[src/rtl/seq_det_param.sv]
// Parametrised sequence detector: matches a stream of SYM_W-bit symbols against a
// programmable SEQ_LEN-symbol pattern, with overlap control and a saturating hit counter.
module seq_det_param #(
    parameter int unsigned SYM_W   = 2,
    parameter int unsigned SEQ_LEN = 4,
    parameter int unsigned CNT_W   = 8
) (
    input  logic                          clk,
    input  logic                          reset,
    input  logic                          cfg_load,
    input  logic [SEQ_LEN*SYM_W-1:0]      pattern_in,
    input  logic                          overlap,
    input  logic                          in_valid,
    input  logic [SYM_W-1:0]              in,
    input  logic                          clr_cnt,
    output logic                          match,
    output logic [$clog2(SEQ_LEN+1)-1:0]  fill,
    output logic [CNT_W-1:0]              match_cnt
);

    localparam int unsigned PW = SEQ_LEN * SYM_W;
    localparam int unsigned HW = (SEQ_LEN - 1) * SYM_W;
    localparam int unsigned FW = $clog2(SEQ_LEN + 1);

    logic [PW-1:0]    pattern_q, pattern_d;
    // The oldest symbol of the window is never read again, so only SEQ_LEN-1 symbols are kept.
    logic [HW-1:0]    hist_q, hist_d;
    logic [FW-1:0]    fill_q, fill_d;
    logic             match_q, match_d;
    logic [CNT_W-1:0] cnt_q, cnt_d;

    logic [PW-1:0]    cand;
    logic             hit;

    assign cand = {hist_q, in};
    assign hit  = in_valid && !cfg_load && (fill_q >= FW'(SEQ_LEN - 1)) && (cand == pattern_q);

    always_comb begin
        pattern_d = pattern_q;
        hist_d    = hist_q;
        fill_d    = fill_q;
        match_d   = 1'b0;
        cnt_d     = cnt_q;

        if (cfg_load) begin
            pattern_d = pattern_in;
            hist_d    = '0;
            fill_d    = '0;
        end else if (in_valid) begin
            hist_d = cand[HW-1:0];
            if (hit) begin
                match_d = 1'b1;
                fill_d  = overlap ? FW'(SEQ_LEN) : '0;
            end else if (fill_q != FW'(SEQ_LEN)) begin
                fill_d = fill_q + FW'(1);
            end
        end

        // A clear wins over a simultaneous hit; the pulse still goes out uncounted.
        if (clr_cnt) begin
            cnt_d = '0;
        end else if (hit && (cnt_q != {CNT_W{1'b1}})) begin
            cnt_d = cnt_q + CNT_W'(1);
        end
    end

    always_ff @(posedge clk or posedge reset) begin
        if (reset) begin
            pattern_q <= '0;
            hist_q    <= '0;
            fill_q    <= '0;
            match_q   <= 1'b0;
            cnt_q     <= '0;
        end else begin
            pattern_q <= pattern_d;
            hist_q    <= hist_d;
            fill_q    <= fill_d;
            match_q   <= match_d;
            cnt_q     <= cnt_d;
        end
    end

    assign match     = match_q;
    assign fill      = fill_q;
    assign match_cnt = cnt_q;

endmodule
[config.mk]
export PLATFORM = sky130hd
export DESIGN_NAME = seq_det_param
export DESIGN_NICKNAME = d
export VERILOG_FILES = /design/src/rtl/seq_det_param.sv
export SDC_FILE = /design/constraint.sdc
export NUM_CORES = 1
export LEC_CHECK = 0
export BUFFER_PORTS_ARGS = -buffer_cell sky130_fd_sc_hd__clkbuf_2
export CELL_PAD_IN_SITES_DETAIL_PLACEMENT = 1
export CELL_PAD_IN_SITES_GLOBAL_PLACEMENT = 1
export CORE_MARGIN = 8
export CORE_UTILIZATION = 37
export DETAILED_ROUTE_END_ITERATION = 7
export PLACE_DENSITY = 0.84
export SLEW_MARGIN = 15
export SYNTH_ARGS = -nofsm -noshare
export SYNTH_HDL_FRONTEND = slang
export SYNTH_SLANG_ARGS = --single-unit
[constraint.sdc]
create_clock -name clk -period 2 [get_ports clk]
set_clock_uncertainty 0.05 [all_clocks]
set_input_delay 0.1 -clock clk [delete_from_list [all_inputs] [get_ports clk]]
set_output_delay 0.1 -clock clk [all_outputs]
set_load 0.03 [all_outputs]
**Word-level counts from Yosys, hierarchy flattened**

Index checks and enable logic that the tools add are counted.

- Word-level logic and storage cells: 32
- Register bits: 26
- Input bits: 16

- Add/sub/neg operators: 2
- Eq/ne operators: 3
- Magnitude comparators: 1
- Multiplexer cells: 12
- Reductions and logical operators: 9

Operators by type and width:

| operator | count |
|---|---|
| two-way mux 8 bit | 2 |
| two-way mux 3 bit | 5 |
| two-way mux 6 bit | 2 |
| adder 8 x 1 -> 8 bit, second input constant | 1 |
| == test 8 bit | 1 |
| != test 8 bit, second input constant | 1 |
| logical AND 1 bit | 4 |
| nonzero test 2 bit | 2 |
| adder 3 x 1 -> 3 bit, second input constant | 1 |
| >= comparator 3 x 2 -> 1 bit, second input constant | 1 |
| two-way mux 1 bit | 3 |
| != test 3 bit, second input constant | 1 |
| nonzero test 3 bit | 1 |
| AND reduction 2 bit | 1 |
| logical NOT 1 bit | 1 |

**Longest topological paths before layout**

Gate-level depths: netlist of the first run.

- Depth in word-level cells: 7
- Mapped depth: 9
- Mapped depth without buffers: 8

**Worst setup path before layout of the first run**

No wires, ideal clock.

- Path type: register to register
- Start: reg fill_q[0] (netlist: fill[0])
- End: reg cnt_q[5] (netlist: match_cnt[5])
- Cell stages (with the launch flop): 8
- Setup time: 78 ps
- Path buffers: 0
- Data required time: 1,872 ps
- Arrival: 2,084 ps
- Setup slack: -211 ps
- Path through: dfrtp_1 ha_1 ha_1 a211o_1 nand4_1 or3_4 or4_1 a21oi_1

- Word-level cells in the longest chain between the ends: 5

RTL lines:

| element | line | text |
|---|---|---|
| start, declared | 28 | `logic [FW-1:0] fill_q, fill_d;` |
| start signal, assigned | 77 | `fill_q <= fill_d;` |
| >= comparator 3 x 2 -> 1 bit | 36 | `assign hit = in_valid && !cfg_load && (fill_q >= FW'(SEQ_LEN - 1)) && (cand == pattern_q);` |
| logical AND 1 bit (2 in series) | 36 |  |
| logical AND 1 bit | 62 | `end else if (hit && (cnt_q != {CNT_W{1'b1}})) begin` |
| nonzero test 2 bit (no source line) | - |  |
| end signal, assigned | 79 | `cnt_q <= cnt_d;` |
| end, declared | 30 | `logic [CNT_W-1:0] cnt_q, cnt_d;` |

Every way passes these cells.
A chain may end at the register's enable or synchronous reset.

**Worst setup path in the final report of the first run**

- Start: reg fill_q[1] (netlist: fill[1])
- End: reg cnt_q[5] (netlist: match_cnt[5])

The elaborated chain is that of the path after synthesis.

==> results of run 1 <==
[area by class of cell]
cell class / count / area [sq um]
fill: 411 / 1770
multi-input combinational: 87 / 696
sequential: 26 / 653
timing repair buffer: 51 / 348
tap: 48 / 60.1
inverter: 8 / 30.0
clock buffer: 4 / 26.3
[stage by stage]
stage,instances,TNS [ps],hold WS (ps)
after global routing,224,-405,8.74
after global placement,204,0,75.7
after detailed placement,204,-50.3,90.3
final,224,-84.6,-0.105
after CTS,222,-127,-10.1
after floorplan,126,0,89.9
[power groups by stage]
stage / combinational, uW / clock [uW] / sequential, uW
after floorplan: 95.4 / 0 / 598
after global placement: 166 / 0 / 584
after detailed placement: 174 / 0 / 588
after CTS: 201 / 238 / 577
after global routing: 222 / 265 / 581
final: 202 / 235 / 578
[worst min-delay path, cell delays in order]
cell and delay (ps):
clkbuf_2 100, mux2i_1 70, nor2_1 80
[state kept, by name, summed over array words and instances (netlist names)]
register	count
match_cnt	8
pattern_q	8
hist_q	6
fill	3
match	1
[routing by layer]
layer  vias up  track usage
met5         -            0
met4         0       0.0308
met2        19        0.217
met3         3       0.0366
li1        554            -
met1       581        0.151
[worst paths after layout]
check | startpoint | endpoint | slack, ps | cells after the start
min | in[1] | hist_q[1] | -0.1 | 3
max in group asynchronous | reset | hist_q[5] | 1040 | 4
max | fill[1] | match_cnt[5] | -50 | 7
min in group asynchronous | reset | fill[0] | 260 | 3
min reg2reg | pattern_q[7] | pattern_q[7] | 510 | 1
max reg2reg | fill[1] | match_cnt[5] | -50 | 7
[logic make-up (layout without fill, tap and decap cells)]
group,count (synthesis),in the layout
and+or+nand+nor,38,39
DFF,26,26
AOI/OAI and AO/OA,22,22
muxes,14,14
buffers and inverters,14,63
xor gates and xnor gates,8,8
adders and majority gates,4,4
[what timing repair did]
action | in CTS | in global routing
hold endpoints to repair | 27 | 2
buffers inserted | 2 | 1
hold buffers | 11 | 2
gates cloned | 1 | 0
pin swaps | 0 | 5
setup endpoints to repair | 3 | 11
gates resized for setup | 4 | 7
[cells in the final DEF, fill, tap and decap left out, drive strengths merged, types with 3 or more instances in the layout]
master and instances:
and3 5, mux2 8, nand3b 3, inv 8
buf 11, nand3 5, nor2 6, nand2 5
mux2i 6, ha 4, or4 3, clkbuf 31
nand4 3, o21ai 5, o31ai 4, dlygate4sd3 13
a21oi 7, xnor2 8, dfrtp 26, or3 6
==> metrics.txt, run 1 <==
routed vias=1157; first-pass GRT wire length=between 6 and 7 mm; Synth async-reset ratio=1.00; Clock Root Buffer=clkbuf_4; wire length on met2=1.96 mm; final period utilization=1.02; Buffers on Ports=27; Initial DRC Count=14; Top Ports=28; vias per inst=5.17; fin util=0.507; routed len/inst=16.5 um; crit path buf inv count=0; die width=76.1 um; synth top area cells=dfrtp_1 49%, mux2_2 6.7%, xnor2_1 5.2%, mux2i_1 4.5%, ha_1 3.7%; sw frac=0.279; library cells used by synthesis=29; vias in the first global route=1278; Synth Area in Simple Gates=0.163; Hold WS=-0.105 ps; uppermost routed layer=met4; Most used DFF post-synth=dfrtp_1; Clock Tree Buf Depth=2; routed wire length=3.71 mm; Final Power=1020 uW; Critical-path top delay cell=or4_1; Arr. time, crit path=2270 ps; worst-skew pair later-pin latency=roughly 330 ps; # H-tree levels=1; critical path peak fanout=7; Clk pwr share=0.232; crit path time final=2050 ps; most frequent cell after synthesis=dfrtp_1; peak supply drop=about 0.4 mV; Cell Area, Synth=1340 sq um; Final Hold Fails=1; clk sinks=26; n_diodes=0; status=finished with violations; CP Launch Type=flop; Net Sw Power=283 uW; Synth Area in Compound Gates=0.108; XOR/XNOR share of the synthesized area=0.0524; CP max stage delay=500 ps; Tot GR Track Use=0.126; RSZ-0062 raised after global routing=true; Final Max Slew Viols=0; Slew HR=0.649; Logic pwr share=0.199; most used cell along the critical path=ha_4; Synth Area in Adders=0.0374; register share of total power=0.569; worst path required time=2220 ps; die height=76.1 um; Yosys top cell area share=0.486; syn_area_per_cell=10.6 sq um; mux cell area share after synthesis=0.112; final setup margin=-45.5 ps; Placed Area=1590 sq um; Mapped Cells=between 100 and 150; final instance area=1810 sq um; Layout area overhead=35.5%; core area=3580 sq um; initial antenna violation count=0; CP top delay family=simple AND/OR/NAND/NOR gates; register area share after synthesis=0.486; post-DP HPWL=2.66 mm; Initial Utilization=0.374; final setup fails=2; worst min path class=in2reg; layout cells sized above 1=0.352; number of enable flip-flop cells after synthesis=0; Initial DRT Pass Iterations=4; Power per Cell Area=560 nW/um^2; GPL Wtd Cong=0.756; die area=a little under 6000 sq um; GRT overflow=0; synthesis-stage register bit count=26; site row count=22; largest family of logic cells by synthesized area=simple AND/OR/NAND/NOR gates; clock transition at the registers of the reported paths=140 ps; leakage power=roughly 0.0008 uW; Yosys top cell by area=dfrtp_1; CTS tree=done; fmax=approximately 490 MHz; pin count of the biggest net entering global routing=18; Yosys warnings=0; syn_nets=146; critical path class=reg2reg; post-route DRC violation count=0; met3 wire len=approximately 120 um; Internal=732 uW; Setup crit end kind=flop; failing checks=hold timing, setup timing; Least-Margin Pin Slew=527 ps; TritonCTS Buffers=3; crit-path cells=ha_4 -> ha_4 -> a211o_1 -> nand4_1 -> or3_4 -> or4_1 -> a21oi_2; Setup WS pre-CTS=-20.6 ps; Commonest cells post-synth=26 x dfrtp_1, 8 x inv_1, 8 x mux2_2, 8 x xnor2_1, 7 x a21oi_1; met1 WL=around 1.6 mm; number of max-cap violations=0; Final #Nets=197; DRT antenna net count=0
Note: power is estimated with default switching activity, not from simulation.
==> inputs of run 2 (changes only) <==
CORE_UTILIZATION = 41   (was 37)
PLACE_DENSITY = 0.87   (was 0.84)
clock period = 2.4 ns   (was 2 ns; I/O delays follow)
==> metrics.txt, run 2 (synthesis results as in run 1) <==
clk sinks=26 (unchanged); routed len/inst=15.7 um (was 16.5 um); first-pass GRT wire length=5.60 mm (was 6.09 mm); initial antenna violation count=0 (unchanged); total negative setup slack=0 ps (was -84.6 ps); Layout area overhead=22.5% (was 35.5%); Initial DRT Pass Iterations=4 (unchanged); Tot GR Track Use=0.131 (was 0.126); final period utilization=0.941 (was 1.02); Least-Margin Pin Slew=968 ps (was 527 ps); hold depth=3 (unchanged); # H-tree levels=1 (unchanged); worst-skew pair later-pin latency=310 ps (was 330 ps); Fillers=356 (was 411); core area=3080 sq um (was 3580 sq um); status=finished, final reports clean (was finished with violations); critical path peak fanout=14 (was 7); Register-to-Register Setup Slack=140 ps (was -50 ps); GRT overflow=0 (unchanged); Placed Area=1510 sq um (was 1590 sq um); layout cells sized above 1=0.259 (was 0.352); leakage power=0.000757 uW (was 0.000816 uW); DRT antenna net count=0 (unchanged); Setup crit end kind=flop (unchanged); vias per inst=5.22 (was 5.17); Reg-to-Reg End=match_cnt[3] (was match_cnt[5]); Setup WS pre-CTS=120 ps (was -20.6 ps); routed wire length=3.24 mm (was 3.71 mm); die height=73.1 um (was 76.1 um); post-route DRC violation count=0 (unchanged); die width=73.1 um (was 76.1 um); clock transition at the registers of the reported paths=130 ps (was 140 ps); Final Max Slew Viols=0 (unchanged); Clock Tree Buf Depth=2 (unchanged); DP Cell Count=192 (was 204); FF-to-FF Start=fill[1] (unchanged); pin count of the biggest net entering global routing=27 (was 18); Hold WS=12.7 ps (was -0.105 ps); crit path buf inv count=0 (unchanged); CP top delay family=simple AND/OR/NAND/NOR gates (unchanged); Initial DRC Count=26 (was 14); Initial Utilization=0.435 (was 0.374); vias in the first global route=1166 (was 1278); TritonCTS Buffers=3 (unchanged); Final #Nets=184 (was 197); die area=5350 sq um (was 5800 sq um); Clock Root Buffer=clkbuf_4 (unchanged); hold path startpoint=overlap (was in[1]); RSZ-0062 raised after global routing=false (was true); Critical-path top delay cell=or4_1 (unchanged); final setup fails=0 (was 2); hold worst-path end=fill[2] (was hist_q[1]); n_diodes=0 (unchanged); commonest non-fill, non-tap cell in the layout=clkbuf_2 (unchanged); crit path time final=2260 ps (was 2050 ps); Power per Cell Area=491 nW/um^2 (was 560 nW/um^2); most frequent cells in the layout=27 x clkbuf_2, 26 x dfrtp_1, 9 x dlygate4sd3_1 (was 27 x clkbuf_2, 24 x dfrtp_1, 13 x dlygate4sd3_1); post-DP HPWL=2.43 mm (was 2.66 mm); most used cell along the critical path=ha_1 (was ha_4); CTS tree=done (unchanged); final setup margin=142 ps (was -45.5 ps); number of max-cap violations=0 (unchanged); Finished Layout Cells=206 (was 224); critical path class=reg2reg (unchanged); Slew HR=0.354 (was 0.649); worst min path class=in2reg (unchanged); CP Launch Type=flop (unchanged); final instance area=1640 sq um (was 1810 sq um); Final Hold Fails=0 (was 1); GPL Wtd Cong=0.813 (was 0.756); Top Ports=28 (unchanged); worst path required time=2590 ps (was 2220 ps); crit-path cells=ha_1 -> ha_1 -> a211o_1 -> nand4_1 -> or3_4 -> or4_1 -> a21oi_1 (was ha_4 -> ha_4 -> a211o_1 -> nand4_1 -> or3_4 -> or4_1 -> a21oi_2); PostCTS Resize Cnt=0 (was 4); Arr. time, crit path=2450 ps (was 2270 ps); peak supply drop=0.258 mV (was 0.401 mV); Reg2Reg Depth=7 (unchanged); CP max stage delay=540 ps (was 500 ps); routed vias=1076 (was 1157); fmax=443 MHz (was 489 MHz); site row count=20 (was 22); Buffers on Ports=27 (unchanged)
[run 2: cell types whose count changed in the layout (fill, tap and decap cells not counted), sizes merged]
cell         previous run  this run
buf                    11         3
clkbuf                 31        30
dlygate4sd3            13         9
or3                     6         5
[run 2: repair_timing]
item / CTS / global route
hold buffers: 8 / 1
endpoints found under the hold margin: 33 / 1
setup buffers: 0 / 2
setup endpoints to repair: 0 / 2
[run 2: worst max path at each step]
stage	start	slack, ps	depth (start not counted)	endpoint
after floorplan	fill[0]	190	7	match_cnt[5]
after global routing	fill[1]	3	7	match_cnt[3]
after global placement	fill[0]	270	7	match_cnt[5]
final	fill[1]	140	7	match_cnt[3]
after CTS	fill[1]	90	7	match_cnt[3]
after detailed placement	fill[1]	120	7	match_cnt[3]
[run 2: report_power, final]
part           internal (uW)  switching [uW]
sequential               461            19.7
combinational           71.2            75.4
clock                   58.6             118
[run 2: final cells by class]
| type | count | area, sq um | share of cell area |
|---|---|---|---|
| clock buffers | 3 | 22.5 | 0.0138 |
| well taps | 44 | 55.1 | 0.0336 |
| flip-flops and latches | 26 | 651 | 0.397 |
| multi-input cells | 86 | 632 | 0.386 |
| repair buffers | 39 | 248 | 0.151 |
| inverters | 8 | 30.0 | 0.0183 |
[run 2: worst reg2reg max path, stage by stage, from the launching register on]
cell	delay, ps
dfrtp_1	420
ha_1	170
ha_1	140
a211o_1	100
nand4_1	100
or3_4	490
or4_1	540
a21oi_1	180
[run 2: metrics by stage]
step / power (uW) / util
floorplan: 575 / -
global placement: 610 / 0.491
detailed placement: 620 / 0.491
CTS: 808 / 0.524
global route: 839 / 0.532
finish: 803 / 0.532
[run 2: layer usage]
metal / up-vias / GRT usage / part of all wire
met1: 528 / 0.153 / 0.42
met2: 16 / 0.224 / 0.52
met4: 0 / 0.0467 / 0.0096
met3: 4 / 0.0302 / 0.045
li1: 528 / - / -
met5: - / 0 / 0
==> inputs of run 3 (changes only) <==
PLACE_DENSITY = not set   (was 0.87)
PLACE_DENSITY_LB_ADDON = 0.1   (was not set)
==> metrics.txt, run 3 (synthesis results as in run 1) <==
routed wire length=3.42 mm (was 3.24 mm); number of max-cap violations=0 (unchanged); crit path buf inv count=0 (unchanged); fmax=442 MHz (was 443 MHz); Reg area=652 sq um (was 651 sq um); pin count of the biggest net entering global routing=27 (unchanged); core area=3080 sq um (unchanged); Initial Utilization=0.435 (unchanged); vias in the first global route=1226 (was 1166); clock transition at the registers of the reported paths=150 ps (was 130 ps); GPL Wtd Cong=0.794 (was 0.813); Critical-path top delay cell=or4_1 (unchanged); worst min path class=in2reg (unchanged); site row count=20 (unchanged); Initial DRC Count=41 (was 26); clk sinks=26 (unchanged); post-route DRC violation count=0 (unchanged); CP Launch Type=flop (unchanged); Buffers on Ports=27 (unchanged); TritonCTS Buffers=3 (unchanged); DRT antenna net count=0 (unchanged); Final Hold Fails=0 (unchanged); Slew HR=0.754 (was 0.354); worst path required time=2610 ps (was 2590 ps); Final #Nets=184 (unchanged); post-DP HPWL=2.47 mm (was 2.43 mm); critical path class=reg2reg (unchanged); peak supply drop=0.231 mV (was 0.258 mV); GRT overflow=0 (unchanged); Power per Cell Area=513 nW/um^2 (was 491 nW/um^2); Least-Margin Pin Slew=360 ps (was 968 ps); layout cells sized above 1=0.264 (was 0.259); Arr. time, crit path=2470 ps (was 2450 ps); status=finished, final reports clean (unchanged); worst-skew pair later-pin latency=320 ps (was 310 ps); Setup crit end kind=flop (unchanged); CP top delay family=simple AND/OR/NAND/NOR gates (unchanged); die height=73.1 um (unchanged); Fillers=360 (was 356); routed vias=1106 (was 1076); first-pass GRT wire length=5.78 mm (was 5.60 mm); commonest non-fill, non-tap cell in the layout=clkbuf_2 (unchanged); final setup fails=0 (unchanged); Setup WS pre-CTS=116 ps (was 120 ps); Clock Root Buffer=clkbuf_4 (unchanged); critical path peak fanout=14 (unchanged); final period utilization=0.942 (was 0.941); RSZ-0062 raised after global routing=false (unchanged); CP max stage delay=530 ps (was 540 ps); Tot GR Track Use=0.138 (was 0.131); initial antenna violation count=1 (was 0); crit-path cells=ha_1 -> ha_1 -> a211o_1 -> nand4_1 -> or3_4 -> or4_1 -> a21oi_1 (unchanged); vias per inst=5.32 (was 5.22); most used cell along the critical path=ha_1 (unchanged); # H-tree levels=1 (unchanged); Final Max Slew Viols=0 (unchanged); crit path time final=2260 ps (about the same); CTS tree=done (unchanged); leakage power=0.000761 uW (was 0.000757 uW); most frequent cells in the layout=27 x clkbuf_2, 25 x dfrtp_1, 10 x dlygate4sd3_1 (was 27 x clkbuf_2, 26 x dfrtp_1, 9 x dlygate4sd3_1); Layout area overhead=23.9% (was 22.5%); routed len/inst=16.4 um (was 15.7 um); die width=73.1 um (unchanged); Hold WS=7.96 ps (was 12.7 ps); final setup margin=140 ps (was 142 ps); Clock Tree Buf Depth=2 (unchanged); Top Ports=28 (unchanged); Initial DRT Pass Iterations=4 (unchanged); die area=5350 sq um (unchanged); total negative setup slack=0 ps (unchanged); footprint of the multi-input gates=632 sq um (unchanged)
[run 3: worst register-to-register path: cells and delay by family (launching register included)]
family          cells  cell delay (ps)
compound gates      2              260
flops               1              430
simple gates        3             1140
fa+ha+maj           2              310
[run 3: cell type report]
class	instances	area share
multi-input combinational	86	0.381
inverter	8	0.0181
clock buffer	4	0.0219
sequential	26	0.393
tap	44	0.0332
timing repair buffer	39	0.151
antenna	1	0.00151
[run 3: per-layer routing]
layer	vias up	track usage	part of all wire	wire [um]
li1	527	-	-	-
met1	557	0.161	0.42	1450
met2	20	0.241	0.53	1820
met3	2	0.0275	0.040	137
met4	0	0.0511	0.0035	12
met5	-	0	0	0
[run 3: metrics by stage]
step / instance area [sq um] / std cells / power, uW / utilization
after floorplan: 1340 / 126 / 575 / -
after global placement: 1520 / 193 / 615 / 0.493
after detailed placement: 1520 / 193 / 622 / 0.493
after CTS: 1650 / 207 / 864 / 0.537
after global routing: 1660 / 208 / 896 / 0.539
final: 1660 / 208 / 851 / 0.539
[run 3: worst paths after layout]
path                              start  cells past startpoint  slack [ps]      endpoint
hold reg to reg            pattern_q[4]                      1         500  pattern_q[4]
max in group asynchronous         reset                      4        1680       fill[0]
setup reg to reg                fill[1]                      7         140  match_cnt[3]
setup / recovery                fill[1]                      7         140  match_cnt[3]
min in group asynchronous         reset                      4         340  pattern_q[3]
hold / removal                  clr_cnt                      2           8  match_cnt[4]
[run 3: timing repair]
action | CTS | global route
hold buffers | 10 | 0
endpoints found under the hold margin | 35 | 0
gates resized for setup | 0 | 1
endpoints found under the setup margin | 0 | 3
setup buffers | 0 | 0
[run 3: power by group]
group          leakage [uW]  internal, uW  switching [uW]
combinational      0.000401          68.9            73.3
sequential         0.000340           461            21.3
clock             0.0000210          92.8             133
total              0.000761           623             228
